==> config.mk <==
export PLATFORM = sky130hd
export DESIGN_NAME = scroll_tick_gen
export DESIGN_NICKNAME = d
export VERILOG_FILES = /design/src/rtl/scroll_tick_pkg.sv /design/src/rtl/tick_channel.sv /design/src/rtl/scroll_tick_gen.sv
export SDC_FILE = /design/constraint.sdc
export NUM_CORES = 1
export LEC_CHECK = 0
export ABC_AREA = 1
export BUFFER_PORTS_ARGS = -buffer_cell sky130_fd_sc_hd__buf_2
export CAP_MARGIN = 20
export CORE_MARGIN = 4
export CORE_UTILIZATION = 35
export DETAILED_ROUTE_END_ITERATION = 16
export PLACE_DENSITY = 0.51
export SLEW_MARGIN = 30
export SYNTH_ARGS = -nofsm -noshare
export SYNTH_HDL_FRONTEND = slang
export SYNTH_SLANG_ARGS = --single-unit
==> constraint.sdc <==
create_clock -name clk_i -period 4.54 [get_ports clk_i]
set_input_delay 0.908 -clock clk_i [delete_from_list [all_inputs] [get_ports clk_i]]
set_output_delay 0.908 -clock clk_i [all_outputs]
set_load 0.01 [all_outputs]
==> src/rtl/scroll_tick_pkg.sv <==
// Shared constants and helpers for the scroll/animation tick generator.
package scroll_tick_pkg;

    localparam int unsigned BASE_DIV_DEF   = 32'd50000;
    localparam int unsigned DEF_PERIOD_DEF = 32'd67;

    // Channel-select width; a single channel still gets a 1-bit select.
    function automatic int unsigned ch_sel_w(input int unsigned n);
        if (n > 32'd1) begin
            return $clog2(n);
        end else begin
            return 32'd1;
        end
    endfunction

endpackage

==> src/rtl/tick_channel.sv <==
// One tick channel: active/shadow period, base-tick counter, pulse and square wave.
module tick_channel #(
    parameter int unsigned CH_W       = 9,
    parameter int unsigned DEF_PERIOD = 67
) (
    input  logic            clk_i,
    input  logic            rst_ni,
    input  logic            sync_clr,
    input  logic            tick,
    input  logic            wr_en,
    input  logic [CH_W-1:0] wr_period,
    output logic            pend,
    output logic            pulse,
    output logic            sq
);

    localparam logic [CH_W-1:0] ZERO  = {CH_W{1'b0}};
    localparam logic [CH_W-1:0] ONE   = CH_W'(1);
    localparam logic [CH_W-1:0] DEF_P = CH_W'(DEF_PERIOD);

    logic [CH_W-1:0] period_r;
    logic [CH_W-1:0] shadow_r;
    logic [CH_W-1:0] cnt_r;
    logic            pend_r;
    logic            pulse_r;
    logic            sq_r;
    logic            idle_s;
    logic            wrap_s;

    // Period-0 idle detection and wrap on the last base tick of the period.
    always_comb begin
        idle_s = (period_r == ZERO);
        wrap_s = 1'b0;
        if (tick && !idle_s) begin
            wrap_s = (cnt_r == (period_r - ONE));
        end else begin
            wrap_s = 1'b0;
        end
    end

    // Counter, outputs and period update; new periods only land on a boundary.
    always_ff @(posedge clk_i or negedge rst_ni) begin
        if (!rst_ni) begin
            period_r <= DEF_P;
            shadow_r <= ZERO;
            cnt_r    <= ZERO;
            pend_r   <= 1'b0;
            pulse_r  <= 1'b0;
            sq_r     <= 1'b0;
        end else if (sync_clr) begin
            cnt_r   <= ZERO;
            pulse_r <= 1'b0;
            sq_r    <= 1'b0;
            pend_r  <= 1'b0;
            if (wr_en) begin
                period_r <= wr_period;
            end else if (pend_r) begin
                period_r <= shadow_r;
            end
        end else begin
            pulse_r <= wrap_s;
            if (wrap_s) begin
                cnt_r <= ZERO;
                sq_r  <= ~sq_r;
            end else if (tick && !idle_s) begin
                cnt_r <= cnt_r + ONE;
            end
            // An idle channel or a write landing on the wrap takes effect at once.
            if (wr_en) begin
                if (idle_s || wrap_s) begin
                    period_r <= wr_period;
                    pend_r   <= 1'b0;
                end else begin
                    shadow_r <= wr_period;
                    pend_r   <= 1'b1;
                end
            end else if (wrap_s && pend_r) begin
                period_r <= shadow_r;
                pend_r   <= 1'b0;
            end
        end
    end

    assign pend  = pend_r;
    assign pulse = pulse_r;
    assign sq    = sq_r;

endmodule

==> src/rtl/scroll_tick_gen.sv <==
// Multi-channel tick generator: shared prescaler feeding NUM_CH programmable dividers.
module scroll_tick_gen
    import scroll_tick_pkg::*;
#(
    parameter int unsigned BASE_DIV   = BASE_DIV_DEF,
    parameter int unsigned NUM_CH     = 2,
    parameter int unsigned CH_W       = 9,
    parameter int unsigned DEF_PERIOD = DEF_PERIOD_DEF
) (
    input  logic                          clk_i,
    input  logic                          rst_ni,
    input  logic                          en_i,
    input  logic                          sync_clr_i,
    input  logic                          cfg_we_i,
    input  logic [ch_sel_w(NUM_CH)-1:0]   cfg_ch_i,
    input  logic [CH_W-1:0]               cfg_period_i,
    output logic [NUM_CH-1:0]             cfg_pend_o,
    output logic                          base_tick_o,
    output logic [NUM_CH-1:0]             ch_pulse_o,
    output logic [NUM_CH-1:0]             ch_sq_o
);

    localparam int unsigned   CH_SEL_W = ch_sel_w(NUM_CH);
    localparam int unsigned   BW       = $clog2(BASE_DIV);
    localparam logic [BW-1:0] BASE_MAX = BW'(BASE_DIV - 1);

    logic [BW-1:0] base_cnt_r;
    logic          base_tick_r;
    logic          tick_s;

    // Base tick for the channels, aligned with the registered base_tick_o.
    always_comb begin
        tick_s = 1'b0;
        if (en_i && !sync_clr_i) begin
            tick_s = (base_cnt_r == BASE_MAX);
        end else begin
            tick_s = 1'b0;
        end
    end

    // Prescaler; frozen while en_i is low, strobe suppressed on restart.
    always_ff @(posedge clk_i or negedge rst_ni) begin
        if (!rst_ni) begin
            base_cnt_r  <= {BW{1'b0}};
            base_tick_r <= 1'b0;
        end else if (sync_clr_i) begin
            base_cnt_r  <= {BW{1'b0}};
            base_tick_r <= 1'b0;
        end else if (en_i) begin
            base_tick_r <= (base_cnt_r == BASE_MAX);
            if (base_cnt_r == BASE_MAX) begin
                base_cnt_r <= {BW{1'b0}};
            end else begin
                base_cnt_r <= base_cnt_r + BW'(1);
            end
        end else begin
            base_tick_r <= 1'b0;
        end
    end

    assign base_tick_o = base_tick_r;

    for (genvar c = 0; c < NUM_CH; c++) begin : g_ch
        logic wr_en_s;

        // Out-of-range select values never match any channel.
        assign wr_en_s = cfg_we_i && (cfg_ch_i == CH_SEL_W'(c));

        tick_channel #(
            .CH_W       (CH_W),
            .DEF_PERIOD (DEF_PERIOD)
        ) u_ch (
            .clk_i     (clk_i),
            .rst_ni    (rst_ni),
            .sync_clr  (sync_clr_i),
            .tick      (tick_s),
            .wr_en     (wr_en_s),
            .wr_period (cfg_period_i),
            .pend      (cfg_pend_o[c]),
            .pulse     (ch_pulse_o[c]),
            .sq        (ch_sq_o[c])
        );
    end

endmodule

## Word-level counts from Yosys, hierarchy flattened

Index checks and enable logic that the tools add are counted.
Widths: inputs -> output; s select.

- Output and inout bits: 7
- Word-level logic and storage cells: 97
- Bits in registers: 77

- Reductions and logical operators: 25
- Mux-type cells: 40
- Bitwise logic cells: 6
- Equality and inequality tests: 7
- Add/subtract/negate cells: 5

Operators with widths:

| kind | count |
|---|---|
| $mux 9 | 18 |
| $mux 16 | 3 |
| $mux 1 | 19 |
| $add 9x1->9 const B | 2 |
| $eq 9x9->1 | 2 |
| $logic_not 9->1 | 2 |
| $sub 9x1->9 const B | 2 |
| $add 16x1->16 const B | 1 |
| $eq 16x16->1 const B | 1 |
| $reduce_and 3->1 | 4 |
| $reduce_bool 3->1 | 4 |
| $logic_and 1x1->1 | 7 |
| $ne 3x1->1 const B | 2 |
| $ne 3x3->1 const B | 2 |
| $not 1->1 | 6 |
| $reduce_bool 2->1 | 3 |
| $logic_not 1->1 | 3 |
| $logic_or 1x1->1 | 2 |

## Longest topological paths before layout

Gate-level depths: netlist of the first run.

- Depth in word-level cells: 9
- Mapped depth: 16
- Gate-level depth less buffers: 16

## Cells and area by module

From an unflattened synthesis of the first run, not the netlist that was laid out.

- Cell total of the unflattened synthesis: 643
- Area, all modules: 4,724.5 um^2

Modules (own cells, without submodules):

| module | cells an instance | sequential area each (um^2) | instances | area an instance (um^2) |
|---|---|---|---|---|
| tick_channel | 248 | 754.5 | 2 | 1,840.5 |
| scroll_tick_gen | 147 | 425.4 | 1 | 1,043.5 |

## Least setup slack after synthesis of the first run

Ideal clock, no wire load.

- Kind: input to register
- Start: in en_i
- End: reg g_ch[0].u_ch.period_r[5]
- Path slack: 2.425 ns
- Cell stages on the path: 12
- Data required time: 4.422 ns
- Arrival time: 1.997 ns
- Path buffers: 1
- Cell sequence: inv_1 nor2_1 inv_1 nor2_8 nand2_2 nor2_2 nand3_2 nand3_2 buf_6 nand3_4 nand2_1 nand2_1

- Cells in the longest elaborated chain, start to end: 7
- Elaborated cells between the ends (all ways): 9

RTL lines:

| element | RTL line | source |
|---|---|---|
| start, declared | scroll_tick_gen.sv:12 | `input logic en_i,` |
| $logic_and 1x1->1 * | scroll_tick_gen.sv:34 | `if (en_i && !sync_clr_i) begin` |
| $mux 1 * | scroll_tick_gen.sv:34 |  |
| $logic_and 1x1->1 * | tick_channel.sv:34 | `if (tick && !idle_s) begin` |
| $mux 1 * | tick_channel.sv:34 |  |
| $logic_or 1x1->1 or $logic_and 1x1->1 (tied branches) | tick_channel.sv:70, tick_channel.sv:77 |  |
| $ne 3x3->1 (no line) or $reduce_bool 3->1 (tied branches) | n/a |  |
| $reduce_and 3->1 (no line) * | n/a |  |
| end signal, assigned | tick_channel.sv:56 | `period_r <= wr_period;` |
| end signal, assigned | tick_channel.sv:71 | `period_r <= wr_period;` |
| end signal, assigned | tick_channel.sv:78 | `period_r <= shadow_r;` |
| end, declared | tick_channel.sv:21 | `logic [CH_W-1:0] period_r;` |

Every way passes the cells marked *; elsewhere a longest branch is shown, timed or not.
A chain may end at the register's enable or synchronous reset.

## Worst setup path in the final report of the first run

- Start: reg g_ch[0].u_ch.period_r[0]
- End: reg g_ch[0].u_ch.period_r[4]

- Cells in the longest elaborated chain, start to end: 7
- Elaborated cells between the ends (all ways): 11

RTL lines:

| element | RTL line | source |
|---|---|---|
| start signal, assigned | tick_channel.sv:56 |  |
| start signal, assigned | tick_channel.sv:58 | `period_r <= shadow_r;` |
| start signal, assigned | tick_channel.sv:71 |  |
| parallel branches: the longest is 6 deep, another holds $sub 9x1->9 | n/a |  |
| $reduce_and 3->1 (no line) * | n/a |  |

Every way passes the cells marked *.

==> results of run 1 <==
[through the flow]
| step | utilization, % | power [mW] | hold slack, ns |
|---|---|---|---|
| after global placement | 37.5 | 1.58 | 0.451 |
| after CTS | 40.1 | 2.40 | 0.472 |
| after detailed placement | 37.6 | 1.59 | 0.457 |
| after floorplan | - | 1.43 | 0.435 |
| final | 40.1 | 2.37 | 0.464 |
| after global routing | 40.1 | 2.56 | 0.488 |
[metal layers]
layer	vias up	GRT usage, %
li1	2026	-
met1	1843	21.1
met2	59	23.1
met3	10	2.41
met4	0	5.88
met5	-	0
[registers in the layout (all words and copies together) (netlist names)]
register            flops
g_ch.u_ch.period_r     18
g_ch.u_ch.cnt_r        18
base_tick_o             1
g_ch.u_ch.sq            2
base_cnt_r             16
g_ch.u_ch.shadow_r     18
g_ch.u_ch.pulse         2
g_ch.u_ch.pend          2
[final timing paths]
kind	startpoint	endpoint	slack, ns	cells past startpoint
max	g_ch[0].u_ch.period_r[0]	g_ch[0].u_ch.period_r[4]	2.02	14
min	g_ch[1].u_ch.sq	g_ch[1].u_ch.sq	0.46	1
max reg2reg	g_ch[0].u_ch.period_r[0]	g_ch[0].u_ch.period_r[4]	2.02	14
min reg2reg	g_ch[1].u_ch.sq	g_ch[1].u_ch.sq	0.46	1
max in group asynchronous	rst_ni	base_cnt_r[3]	3.44	1
min in group asynchronous	rst_ni	g_ch[0].u_ch.cnt_r[3]	0.59	1
[where the power goes]
group,internal (mW),switching [mW],total [mW]
Clock,0.499,0.292,0.791
Combinational,0.231,0.416,0.647
Sequential,0.821,0.113,0.934
Total,1.55,0.821,2.37
[final cells by class]
type / count / share of cell area (%)
well taps: 172 / 4.23
multi-input cells: 444 / 43.2
repair buffers: 21 / 2.19
clock inverters: 5 / 1.62
clock buffers: 11 / 4.77
inverters: 80 / 5.91
flip-flops and latches: 77 / 38.0
[layout by cell type, fill, tap and decap left out, types with 2 or more instances in the layout]
cell       instances
clkbuf_16          9
dfstp_2            6
nor3_1            16
nand3_2            6
ha_1               5
nand2_1          186
nor4_1             2
xor2_1            17
dfrtp_1           71
xnor2_1            3
o22ai_1            4
inv_1             77
bufinv_16          2
o21ai_0           46
nand2_2            6
inv_2              2
nand4_1           33
nor2_1            55
nand3b_1           3
buf_2             20
nand3_1           31
nor2_2             7
a21oi_1           13
[kinds of logic (layout without fill, tap and decap cells)]
logic type,after synthesis,count (layout),share of synthesized area [%]
AO/OA/AOI/OAI,69,69,8.14
XOR/XNOR,20,20,3.85
adder cells (fa/ha/maj),5,5,1.37
buffers and inverters,98,117,9.21
flip-flops,77,77,42.5
AND/OR/NAND/NOR,350,350,34.9
==> impl_metrics.xml, run 1 <==
<?xml version="1.0" encoding="UTF-8"?>
<metrics>
  <group name="timing">
    <metric name="final_period_minus_worst_setup_slack" unit="ns">2.52</metric>
    <metric name="postLayoutSetupSlackWorst" unit="ns">2.02</metric>
    <metric name="timing.clock.skew" unit="ns">0.0108</metric>
    <metric name="drv_slew" unit="">0</metric>
    <metric name="setup_total_negative_slack" unit="ns">0</metric>
    <metric name="slew_headroom" unit="%">51.2</metric>
    <metric name="tightest_slew" unit="ns">0.732</metric>
    <metric name="finalSetupViolations" unit="">0</metric>
    <metric name="highest_clock_rate" unit="MHz">397</metric>
    <metric name="timing.final.crit_share" unit="%">55.5</metric>
    <metric name="rsz_0062_raised_after_global_routing" unit="">false</metric>
    <metric name="hold_violations" unit="">0</metric>
  </group>
  <group name="critical_path">
    <metric name="max_fanout_on_critical_path" unit="">29</metric>
    <metric name="crit_slowest_cell" unit="">dfstp_2</metric>
    <metric name="worstSetupEndpointType" unit="">flop</metric>
    <metric name="setup.worst_path.class" unit="">flop to flop</metric>
    <metric name="worst-path-buf-inv" unit="">1</metric>
    <metric name="timing.critical_path.from_type" unit="">flop</metric>
    <metric name="cp.required" unit="ns">4.77</metric>
    <metric name="critical_path.cell_chain" unit="">inv_1 &gt; ha_1 &gt; nand2_1 &gt; nor2_2 &gt; nand2_1 &gt; nand2_1 &gt; nand2_1 &gt; nand2_1 &gt; nor2_1 &gt; nand3_2 &gt; nand3_2 &gt; nand3_4 &gt; nand2_1 &gt; nand2_1</metric>
    <metric name="cp_slowest_stage_delay" unit="ns">0.56</metric>
    <metric name="crit_top_cell" unit="">nand2_1</metric>
    <metric name="crit_family" unit="">simple AND/OR/NAND/NOR gates</metric>
    <metric name="cp.arrival" unit="ns">2.75</metric>
  </group>
  <group name="global_routing">
    <metric name="first_global_vias" unit="">3657</metric>
    <metric name="grt.overflow.total" unit="">0</metric>
    <metric name="antenna_violations_before_repair" unit="">0</metric>
    <metric name="grt_usage" unit="%">15.0</metric>
    <metric name="grt_pass1_wl" unit="mm">17.8</metric>
    <metric name="grt_max_degree" unit="">78</metric>
  </group>
  <group name="clock_network">
    <metric name="clock-root-buffer" unit="">clkbuf_16</metric>
    <metric name="htreeDepth" unit="">3</metric>
    <metric name="cts_tree" unit="">built</metric>
    <metric name="postCtsHoldBufs" unit="">0</metric>
    <metric name="worst_skew_pair.late_latency" unit="ns">0.34</metric>
    <metric name="post_cts_resize_count" unit="">0</metric>
    <metric name="cts-buffers-inserted" unit="">9</metric>
    <metric name="clk_transition_reported_paths" unit="ns">0.06</metric>
    <metric name="post-cts-setup-buffers" unit="">0</metric>
    <metric name="clock_path_buffers" unit="">2</metric>
    <metric name="clock-sinks" unit="">77</metric>
  </group>
  <group name="status">
    <metric name="result_of_the_run" unit="">finished clean</metric>
  </group>
  <group name="cells_and_area">
    <metric name="fill_cells" unit="">1317</metric>
    <metric name="multi_input_comb_area" unit="um^2">2200</metric>
    <metric name="finish.cell_count_without_fillers" unit="">810</metric>
    <metric name="synthToLayoutAreaGrowth" unit="%">11.7</metric>
    <metric name="register_area" unit="um^2">1930</metric>
    <metric name="final_design_area_no_fill" unit="um^2">5080</metric>
    <metric name="insertedDiodeCount" unit="">0</metric>
    <metric name="layout_cell_share_with_drive_strength_beyond_1" unit="%">10.7</metric>
    <metric name="final_layout_net_count" unit="">653</metric>
  </group>
  <group name="placed_design">
    <metric name="gp_congestion" unit="">0.820</metric>
    <metric name="post_dp_cell_area" unit="um^2">4760</metric>
    <metric name="placed_cells" unit="">794</metric>
    <metric name="pre_cts_slack" unit="ns">1.75</metric>
    <metric name="place_hpwl" unit="mm">7.76</metric>
    <metric name="numPortBuffers" unit="">21</metric>
  </group>
  <group name="yosys">
    <metric name="number_of_synthesized_register_bits" unit="">77</metric>
    <metric name="post_synth_most_frequent_cells" unit="">nand2_1, inv_1, dfrtp_1</metric>
    <metric name="synth-warning-count" unit="">0</metric>
    <metric name="ys_types" unit="">37</metric>
    <metric name="postSynth.asyncResetShare" unit="%">100</metric>
    <metric name="synth-main-ff-cell" unit="">dfrtp_1</metric>
    <metric name="synth.top_cells.by_area" unit="">dfrtp_1, nand2_1, inv_1, o21ai_0, nand4_1</metric>
    <metric name="avgSynthCellArea" unit="um^2">7.35</metric>
    <metric name="yosys.area.top_type_share" unit="%">39.0</metric>
    <metric name="postSynthNetCount" unit="">639</metric>
    <metric name="syn_area" unit="um^2">4550</metric>
    <metric name="library_cell_occupying_the_most_area_in_the_post_synthesis_netlist" unit="">dfrtp_1</metric>
    <metric name="synth_sequential_area_ratio" unit="%">42.5</metric>
    <metric name="synthesis.instances" unit="">619</metric>
    <metric name="yosys.cell_count.top_type" unit="">nand2_1</metric>
    <metric name="synth-edff-count" unit="">0</metric>
  </group>
  <group name="routing">
    <metric name="route.top_layer_used" unit="">met4</metric>
    <metric name="dr_total_vias" unit="">3938</metric>
    <metric name="wirelength_met1" unit="mm">5.17</metric>
    <metric name="drt-initial-drc-count" unit="">244</metric>
    <metric name="post_drt_wl_per_cell" unit="um">13.0</metric>
    <metric name="antenna_left" unit="">0</metric>
    <metric name="route.detailed.drc" unit="">0</metric>
    <metric name="met2_wirelength" unit="mm">4.81</metric>
    <metric name="wl_met3" unit="um">351</metric>
    <metric name="firstDrtPassIters" unit="">5</metric>
    <metric name="detail_route.wirelength" unit="mm">10.5</metric>
    <metric name="viasPerCell" unit="">4.86</metric>
  </group>
  <group name="pwr">
    <metric name="power.leakage" unit="nW">2.51</metric>
    <metric name="vdd_drop_max" unit="uV">182</metric>
    <metric name="power_per_cell_area" unit="nW/um^2">466</metric>
  </group>
  <group name="floorplan">
    <metric name="dieArea" unit="um^2">14900</metric>
    <metric name="core_region_area" unit="um^2">12700</metric>
    <metric name="die_width" unit="um">122</metric>
    <metric name="initial_utilization" unit="%">35.9</metric>
    <metric name="floorplan.io_pins" unit="">22</metric>
    <metric name="die_h" unit="um">122</metric>
    <metric name="row_count" unit="">41</metric>
  </group>
  <group name="min_path">
    <metric name="hp-class" unit="">flop to flop</metric>
  </group>
  <group name="run">
    <metric name="drv.max_cap_violation_count" unit="">0</metric>
  </group>
</metrics>
No activity file was read; power rests on OpenSTA's default activity.
==> run 2: changes to the inputs <==
Settings changed: ABC_AREA 1 to 0, PLACE_DENSITY 0.51 to 0.53.
Clock period 4.54 ns to 2.2 ns, I/O delays scaled along.
==> impl_metrics.xml, run 2 <==
<?xml version="1.0" encoding="UTF-8"?>
<metrics>
  <group name="routing">
    <metric name="detail_route.wirelength" unit="mm">14.2</metric>
    <metric name="route.detailed.drc" unit="">0</metric>
    <metric name="antenna_left" unit="">0</metric>
    <metric name="dr_total_vias" unit="">4660</metric>
    <metric name="firstDrtPassIters" unit="">4</metric>
    <metric name="post_drt_wl_per_cell" unit="um">16.6</metric>
    <metric name="drt-initial-drc-count" unit="">298</metric>
    <metric name="viasPerCell" unit="">5.47</metric>
  </group>
  <group name="yosys">
    <metric name="postSynth.asyncResetShare" unit="%">100</metric>
    <metric name="yosys.area.top_type_share" unit="%">36.5</metric>
    <metric name="avgSynthCellArea" unit="um^2">8.90</metric>
    <metric name="synth-warning-count" unit="">0</metric>
    <metric name="library_cell_occupying_the_most_area_in_the_post_synthesis_netlist" unit="">dfrtp_1</metric>
    <metric name="yosys.cell_count.top_type" unit="">dfrtp_1</metric>
    <metric name="postSynthNetCount" unit="">567</metric>
    <metric name="post_synth_most_frequent_cells" unit="">dfrtp_1, nand2_1, nor2_1</metric>
    <metric name="ys_types" unit="">60</metric>
    <metric name="synth_sequential_area_ratio" unit="%">39.8</metric>
    <metric name="synth-main-ff-cell" unit="">dfrtp_1</metric>
    <metric name="syn_area" unit="um^2">4870</metric>
    <metric name="number_of_synthesized_register_bits" unit="">77</metric>
    <metric name="synthesis.instances" unit="">547</metric>
    <metric name="synth.top_cells.by_area" unit="">dfrtp_1, nand2_1, mux2_2, o21ai_0, nor2_1</metric>
    <metric name="synth-edff-count" unit="">0</metric>
  </group>
  <group name="timing">
    <metric name="rsz_0062_raised_after_global_routing" unit="">true</metric>
    <metric name="timing.final.crit_share" unit="%">126</metric>
    <metric name="highest_clock_rate" unit="MHz">360</metric>
    <metric name="slew_headroom" unit="%">63.0</metric>
    <metric name="postLayoutSetupSlackWorst" unit="ns">-0.577</metric>
    <metric name="timing.clock.skew" unit="ns">0.00317</metric>
    <metric name="drv_slew" unit="">0</metric>
    <metric name="hold_violations" unit="">0</metric>
    <metric name="tightest_slew" unit="ns">0.553</metric>
    <metric name="finalSetupViolations" unit="">60</metric>
    <metric name="final_period_minus_worst_setup_slack" unit="ns">2.78</metric>
    <metric name="hold_slack" unit="ns">0.0453</metric>
  </group>
  <group name="global_routing">
    <metric name="grt_usage" unit="%">18.2</metric>
    <metric name="grt_pass1_wl" unit="mm">23.5</metric>
    <metric name="first_global_vias" unit="">4565</metric>
    <metric name="antenna_violations_before_repair" unit="">0</metric>
    <metric name="grt.overflow.total" unit="">0</metric>
    <metric name="grt_max_degree" unit="">34</metric>
  </group>
  <group name="pwr">
    <metric name="switching_share" unit="%">38.4</metric>
    <metric name="power_per_cell_area" unit="nW/um^2">1130</metric>
    <metric name="internal-power" unit="mW">4.69</metric>
    <metric name="clock_power_share" unit="%">19.4</metric>
    <metric name="p_switching" unit="mW">2.93</metric>
    <metric name="pwr-share-seq" unit="%">24.6</metric>
    <metric name="share_comb_of_total_power" unit="%">56.1</metric>
    <metric name="vdd_drop_max" unit="uV">594</metric>
    <metric name="power.leakage" unit="nW">3.03</metric>
  </group>
  <group name="cells_and_area">
    <metric name="final_cell_mix" unit="">buf_4, dfrtp_1, nand2_1</metric>
    <metric name="multi_input_comb_area" unit="um^2">3130</metric>
    <metric name="final_design_area_no_fill" unit="um^2">6750</metric>
    <metric name="layout_cell_share_with_drive_strength_beyond_1" unit="%">36.8</metric>
    <metric name="fill_cells" unit="">1296</metric>
    <metric name="largest_registers" unit="">g_ch.u_ch.cnt_r x18, g_ch.u_ch.period_r x18, g_ch.u_ch.shadow_r x18</metric>
    <metric name="finish.cell_count_without_fillers" unit="">852</metric>
    <metric name="synthToLayoutAreaGrowth" unit="%">38.8</metric>
    <metric name="register_area" unit="um^2">1930</metric>
    <metric name="final_layout_net_count" unit="">691</metric>
    <metric name="final_common_cell" unit="">buf_4</metric>
    <metric name="insertedDiodeCount" unit="">0</metric>
  </group>
  <group name="critical_path">
    <metric name="worst-r2r-setup-slack" unit="ns">-0.58</metric>
    <metric name="crit_family" unit="">simple AND/OR/NAND/NOR gates</metric>
    <metric name="crit_slowest_cell" unit="">or4b_4</metric>
    <metric name="cp_slowest_stage_delay" unit="ns">0.47</metric>
    <metric name="max_fanout_on_critical_path" unit="">5</metric>
    <metric name="worstSetupEndpointType" unit="">flop</metric>
    <metric name="timing.critical_path.from_type" unit="">flop</metric>
    <metric name="critical_path.cell_chain" unit="">inv_2 &gt; ha_4 &gt; or4b_4 &gt; or3_1 &gt; a221o_1 &gt; nor4b_4 &gt; buf_6 &gt; a211oi_4 &gt; mux2_4</metric>
    <metric name="setup.worst_path.class" unit="">flop to flop</metric>
    <metric name="cp.required" unit="ns">2.43</metric>
    <metric name="cp.arrival" unit="ns">3.01</metric>
    <metric name="worst-path-buf-inv" unit="">2</metric>
  </group>
  <group name="clock_network">
    <metric name="clock-sinks" unit="">77</metric>
    <metric name="clock_path_buffers" unit="">2</metric>
    <metric name="postCtsHoldBufs" unit="">0</metric>
    <metric name="cts-buffers-inserted" unit="">9</metric>
    <metric name="cts_tree" unit="">built</metric>
    <metric name="htreeDepth" unit="">3</metric>
    <metric name="clk_transition_reported_paths" unit="ns">0.06</metric>
    <metric name="clock-root-buffer" unit="">clkbuf_16</metric>
    <metric name="worst_skew_pair.late_latency" unit="ns">0.35</metric>
  </group>
  <group name="floorplan">
    <metric name="die_width" unit="um">126</metric>
    <metric name="row_count" unit="">42</metric>
    <metric name="dieArea" unit="um^2">15900</metric>
    <metric name="die_h" unit="um">126</metric>
    <metric name="core_region_area" unit="um^2">13500</metric>
    <metric name="initial_utilization" unit="%">36.2</metric>
    <metric name="floorplan.io_pins" unit="">22</metric>
  </group>
  <group name="status">
    <metric name="violations" unit="">setup timing</metric>
    <metric name="result_of_the_run" unit="">finished with violations</metric>
  </group>
  <group name="placed_design">
    <metric name="gp_congestion" unit="">0.814</metric>
    <metric name="post_dp_cell_area" unit="um^2">6070</metric>
    <metric name="placed_cells" unit="">820</metric>
    <metric name="numPortBuffers" unit="">21</metric>
    <metric name="place_hpwl" unit="mm">10.3</metric>
  </group>
  <group name="min_path">
    <metric name="hp-class" unit="">input port to asynchronous set/reset pin</metric>
  </group>
  <group name="run">
    <metric name="drv.max_cap_violation_count" unit="">0</metric>
  </group>
</metrics>
## run 2: cell types whose count changed in the layout (fill, tap and decap cells not counted), moves of 14 or more
cell     before  now
nand2_1     186   64
buf_4         0  112
inv_1        77    9
nand4_1      33    9
and3_1        0   17
nor2_1       55   39
o21ai_0      46   32
## run 2: power groups by stage
stage | Combinational [mW] | Clock [mW] | Sequential [mW]
finish | 4.27 | 1.47 | 1.87
global route | 4.63 | 1.58 | 1.90
CTS | 3.93 | 1.52 | 1.86
detailed placement | 3.56 | 0 | 1.88
global placement | 3.50 | 0 | 1.87
floorplan | 2.22 | 0 | 1.88
## run 2: worst register-to-register path, stage by stage, from the launching register on
cell and delay, ns:
dfstp_2 0.37, inv_2 0.07, ha_4 0.13, or4b_4 0.47
or3_1 0.39, a221o_1 0.36, nor4b_4 0.28, buf_6 0.17
a211oi_4 0.11, mux2_4 0.32
## run 2: logic make-up after synthesis
group                      after synthesis  share of synthesized area [%]
adders and majority gates                5                           1.29
muxes                                   27                           6.04
DFF                                     77                           39.8
AOI/OAI and AO/OA                      126                           18.6
buffers and inverters                   48                           4.40
and+or+nand+nor                        233                           24.4
xor gates and xnor gates                31                           5.58
## run 2: worst paths after layout
path,start,end,depth (start not counted)
max in group asynchronous,rst_ni,g_ch[1].u_ch.period_r[1],2
min in group clk_i,cfg_period_i[0],g_ch[0].u_ch.shadow_r[0],2
max,g_ch[0].u_ch.period_r[0],g_ch[0].u_ch.shadow_r[2],9
min reg2reg,base_cnt_r[15],base_cnt_r[15],1
min,rst_ni,base_cnt_r[15],1
max reg2reg,g_ch[0].u_ch.period_r[0],g_ch[0].u_ch.shadow_r[2],9
## run 2: area by class of cell
type	count	area share (%)
multi-input cells	424	46.3
flip-flops and latches	77	28.6
repair buffers	146	16.8
clock buffers	9	3.33
well taps	176	3.26
clock inverters	7	0.982
inverters	13	0.722
## run 2: per-layer routing
metal | global-route usage (%) | share of wire (%)
met2 | 29.4 | 48
met3 | 4.36 | 3.9
met4 | 4.16 | 1.0
met5 | 0 | 0
met1 | 25.0 | 47
## run 2: repair_timing
item | CTS | global route
endpoints found under the setup margin | 60 | 65
gates cloned | 1 | 1
setup buffers | 10 | 6
gates resized for setup | 39 | 21
endpoints found under the hold margin | 0 | 0
pin swaps | 15 | 14
## run 2: per-stage QoR
step           TNS [ns]  worst slack [ns]  utilization (%)  power (mW)
3_3_place_gp     -24.16            -0.557             45.1        5.37
2_1_floorplan    -20.21            -0.576                -        4.10
6_report         -22.61            -0.577             50.2        7.61
4_1_cts          -24.52            -0.600             49.1        7.31
5_1_grt          -27.22            -0.650             50.2        8.10
3_5_place_dp     -27.78            -0.652             45.1        5.45
==> run 3: changes to the inputs <==
Settings changed: SKIP_CTS_REPAIR_TIMING set to 1.
==> impl_metrics.xml, run 3 (same netlist as run 2, synthesis figures left out) <==
<?xml version="1.0" encoding="UTF-8"?>
<metrics>
  <group name="routing">
    <metric name="post_drt_wl_per_cell" unit="um">16.9</metric>
    <metric name="route.detailed.drc" unit="">0</metric>
    <metric name="detail_route.wirelength" unit="mm">14.3</metric>
    <metric name="viasPerCell" unit="">5.44</metric>
    <metric name="antenna_left" unit="">0</metric>
    <metric name="firstDrtPassIters" unit="">4</metric>
    <metric name="dr_total_vias" unit="">4615</metric>
    <metric name="drt-initial-drc-count" unit="">301</metric>
  </group>
  <group name="timing">
    <metric name="timing.final.crit_share" unit="%">127</metric>
    <metric name="setup_total_negative_slack" unit="ns">-25.00</metric>
    <metric name="rsz_0062_raised_after_global_routing" unit="">true</metric>
    <metric name="postLayoutSetupSlackWorst" unit="ns">-0.587</metric>
    <metric name="slew_headroom" unit="%">62.2</metric>
    <metric name="final_period_minus_worst_setup_slack" unit="ns">2.79</metric>
    <metric name="finalSetupViolations" unit="">60</metric>
    <metric name="timing.clock.skew" unit="ns">0.00319</metric>
    <metric name="drv_slew" unit="">0</metric>
    <metric name="highest_clock_rate" unit="MHz">359</metric>
    <metric name="hold_violations" unit="">0</metric>
    <metric name="tightest_slew" unit="ns">0.565</metric>
  </group>
  <group name="floorplan">
    <metric name="initial_utilization" unit="%">36.2</metric>
    <metric name="floorplan.io_pins" unit="">22</metric>
    <metric name="row_count" unit="">42</metric>
    <metric name="core_region_area" unit="um^2">13500</metric>
    <metric name="die_width" unit="um">126</metric>
    <metric name="dieArea" unit="um^2">15900</metric>
    <metric name="die_h" unit="um">126</metric>
  </group>
  <group name="run">
    <metric name="drv.max_cap_violation_count" unit="">0</metric>
  </group>
  <group name="clock_network">
    <metric name="htreeDepth" unit="">3</metric>
    <metric name="cts_tree" unit="">built</metric>
    <metric name="cts-buffers-inserted" unit="">9</metric>
    <metric name="clock-sinks" unit="">77</metric>
    <metric name="clock_path_buffers" unit="">2</metric>
    <metric name="clock-root-buffer" unit="">clkbuf_16</metric>
    <metric name="clk_transition_reported_paths" unit="ns">0.06</metric>
    <metric name="worst_skew_pair.late_latency" unit="ns">0.35</metric>
  </group>
  <group name="critical_path">
    <metric name="crit-reg2reg-capture" unit="">g_ch[0].u_ch.shadow_r[2]</metric>
    <metric name="crit-reg2reg-launch" unit="">g_ch[0].u_ch.period_r[1]</metric>
    <metric name="reg2regPathDepth" unit="">10</metric>
    <metric name="timing.critical_path.from_type" unit="">flop</metric>
    <metric name="worstSetupEndpointType" unit="">flop</metric>
    <metric name="max_fanout_on_critical_path" unit="">9</metric>
    <metric name="cp.arrival" unit="ns">3.02</metric>
    <metric name="worst-r2r-setup-slack" unit="ns">-0.59</metric>
    <metric name="setup.worst_path.class" unit="">flop to flop</metric>
    <metric name="cp.required" unit="ns">2.43</metric>
  </group>
  <group name="global_routing">
    <metric name="grt_usage" unit="%">17.7</metric>
    <metric name="grt.overflow.total" unit="">0</metric>
    <metric name="first_global_vias" unit="">4457</metric>
    <metric name="grt_pass1_wl" unit="mm">22.9</metric>
    <metric name="antenna_violations_before_repair" unit="">0</metric>
    <metric name="grt_max_degree" unit="">34</metric>
  </group>
  <group name="placed_design">
    <metric name="place_hpwl" unit="mm">10.3</metric>
    <metric name="numPortBuffers" unit="">21</metric>
    <metric name="placed_cells" unit="">820</metric>
    <metric name="post_dp_cell_area" unit="um^2">6070</metric>
    <metric name="pre_cts_slack" unit="ns">-0.652</metric>
    <metric name="gp_congestion" unit="">0.814</metric>
  </group>
  <group name="cells_and_area">
    <metric name="finish.cell_count_without_fillers" unit="">848</metric>
    <metric name="final_cell_mix" unit="">buf_4, dfrtp_1, nand2_1</metric>
    <metric name="final_layout_net_count" unit="">687</metric>
    <metric name="final_design_area_no_fill" unit="um^2">6750</metric>
    <metric name="layout_cell_share_with_drive_strength_beyond_1" unit="%">36.9</metric>
    <metric name="largest_registers" unit="">g_ch.u_ch.cnt_r x18, g_ch.u_ch.period_r x18, g_ch.u_ch.shadow_r x18</metric>
    <metric name="insertedDiodeCount" unit="">0</metric>
    <metric name="register_area" unit="um^2">1930</metric>
    <metric name="final_common_cell" unit="">buf_4</metric>
    <metric name="fill_cells" unit="">1302</metric>
    <metric name="multi_input_comb_area" unit="um^2">3120</metric>
    <metric name="synthToLayoutAreaGrowth" unit="%">38.7</metric>
  </group>
  <group name="status">
    <metric name="violations" unit="">setup timing</metric>
    <metric name="result_of_the_run" unit="">finished with violations</metric>
  </group>
  <group name="min_path">
    <metric name="hp-class" unit="">input port to asynchronous set/reset pin</metric>
  </group>
  <group name="pwr">
    <metric name="power_per_cell_area" unit="nW/um^2">1110</metric>
    <metric name="vdd_drop_max" unit="uV">550</metric>
    <metric name="power.leakage" unit="nW">3.01</metric>
    <metric name="post_route_total_power" unit="mW">7.51</metric>
  </group>
</metrics>
## run 3: cell types whose count changed in the layout (fill, tap and decap cells not counted), moves of 2 or more
cell | before | now
o21ai_1 | 4 | 2
buf_12 | 3 | 5
o21ai_2 | 0 | 2
buf_4 | 112 | 106
## run 3: routing by layer
| layer | up-vias | GRT usage (%) | wire [um] |
|---|---|---|---|
| met3 | 14 | 4.36 | 471 |
| met4 | 0 | 4.16 | 160 |
| li1 | 2246 | - | - |
| met5 | - | 0 | 0 |
| met2 | 81 | 28.6 | 6950 |
| met1 | 2274 | 24.2 | 6750 |
## run 3: worst max-delay path by stage
stage	start	to	slack, ns	cells past startpoint
CTS	g_ch[0].u_ch.period_r[1]	g_ch[0].u_ch.shadow_r[7]	-0.66	9
detailed placement	g_ch[0].u_ch.period_r[1]	g_ch[0].u_ch.shadow_r[2]	-0.65	9
finish	g_ch[0].u_ch.period_r[1]	g_ch[0].u_ch.shadow_r[2]	-0.59	10
global route	g_ch[0].u_ch.period_r[1]	g_ch[0].u_ch.shadow_r[4]	-0.65	10
floorplan	g_ch[0].u_ch.period_r[1]	g_ch[0].u_ch.shadow_r[0]	-0.58	9
global placement	g_ch[0].u_ch.period_r[1]	g_ch[0].u_ch.pend	-0.56	9
## run 3: area by class of cell
type,count,area share [%]
Clock buffer,9,3.34
Clock inverter,7,0.983
Inverter,13,0.723
Multi-Input combinational cell,423,46.3
Sequential cell,77,28.7
Tap cell,176,3.26
Timing Repair Buffer,143,16.7
## run 3: where the power goes
group          internal, mW  switching, mW  leakage [nW]
logic                  2.01           2.16          1.87
clock network         0.871          0.605         0.145
registers              1.69          0.180          1.00
## run 3: worst max-delay path: stages (launching register included)
cell	delay, ns
dfstp_2	0.37
inv_2	0.07
ha_4	0.13
or4b_4	0.46
or3_1	0.33
a221o_1	0.36
nor4b_4	0.25
buf_4	0.18
a211oi_4	0.07
buf_12	0.15
mux2_4	0.30
## run 3: metrics by stage
stage	hold WS, ns	util, %
after floorplan	0.144	-
after global placement	0.423	45.1
after detailed placement	0.429	45.1
after CTS	0.0558	47.3
after global routing	0.0746	50.2
final	0.0465	50.2
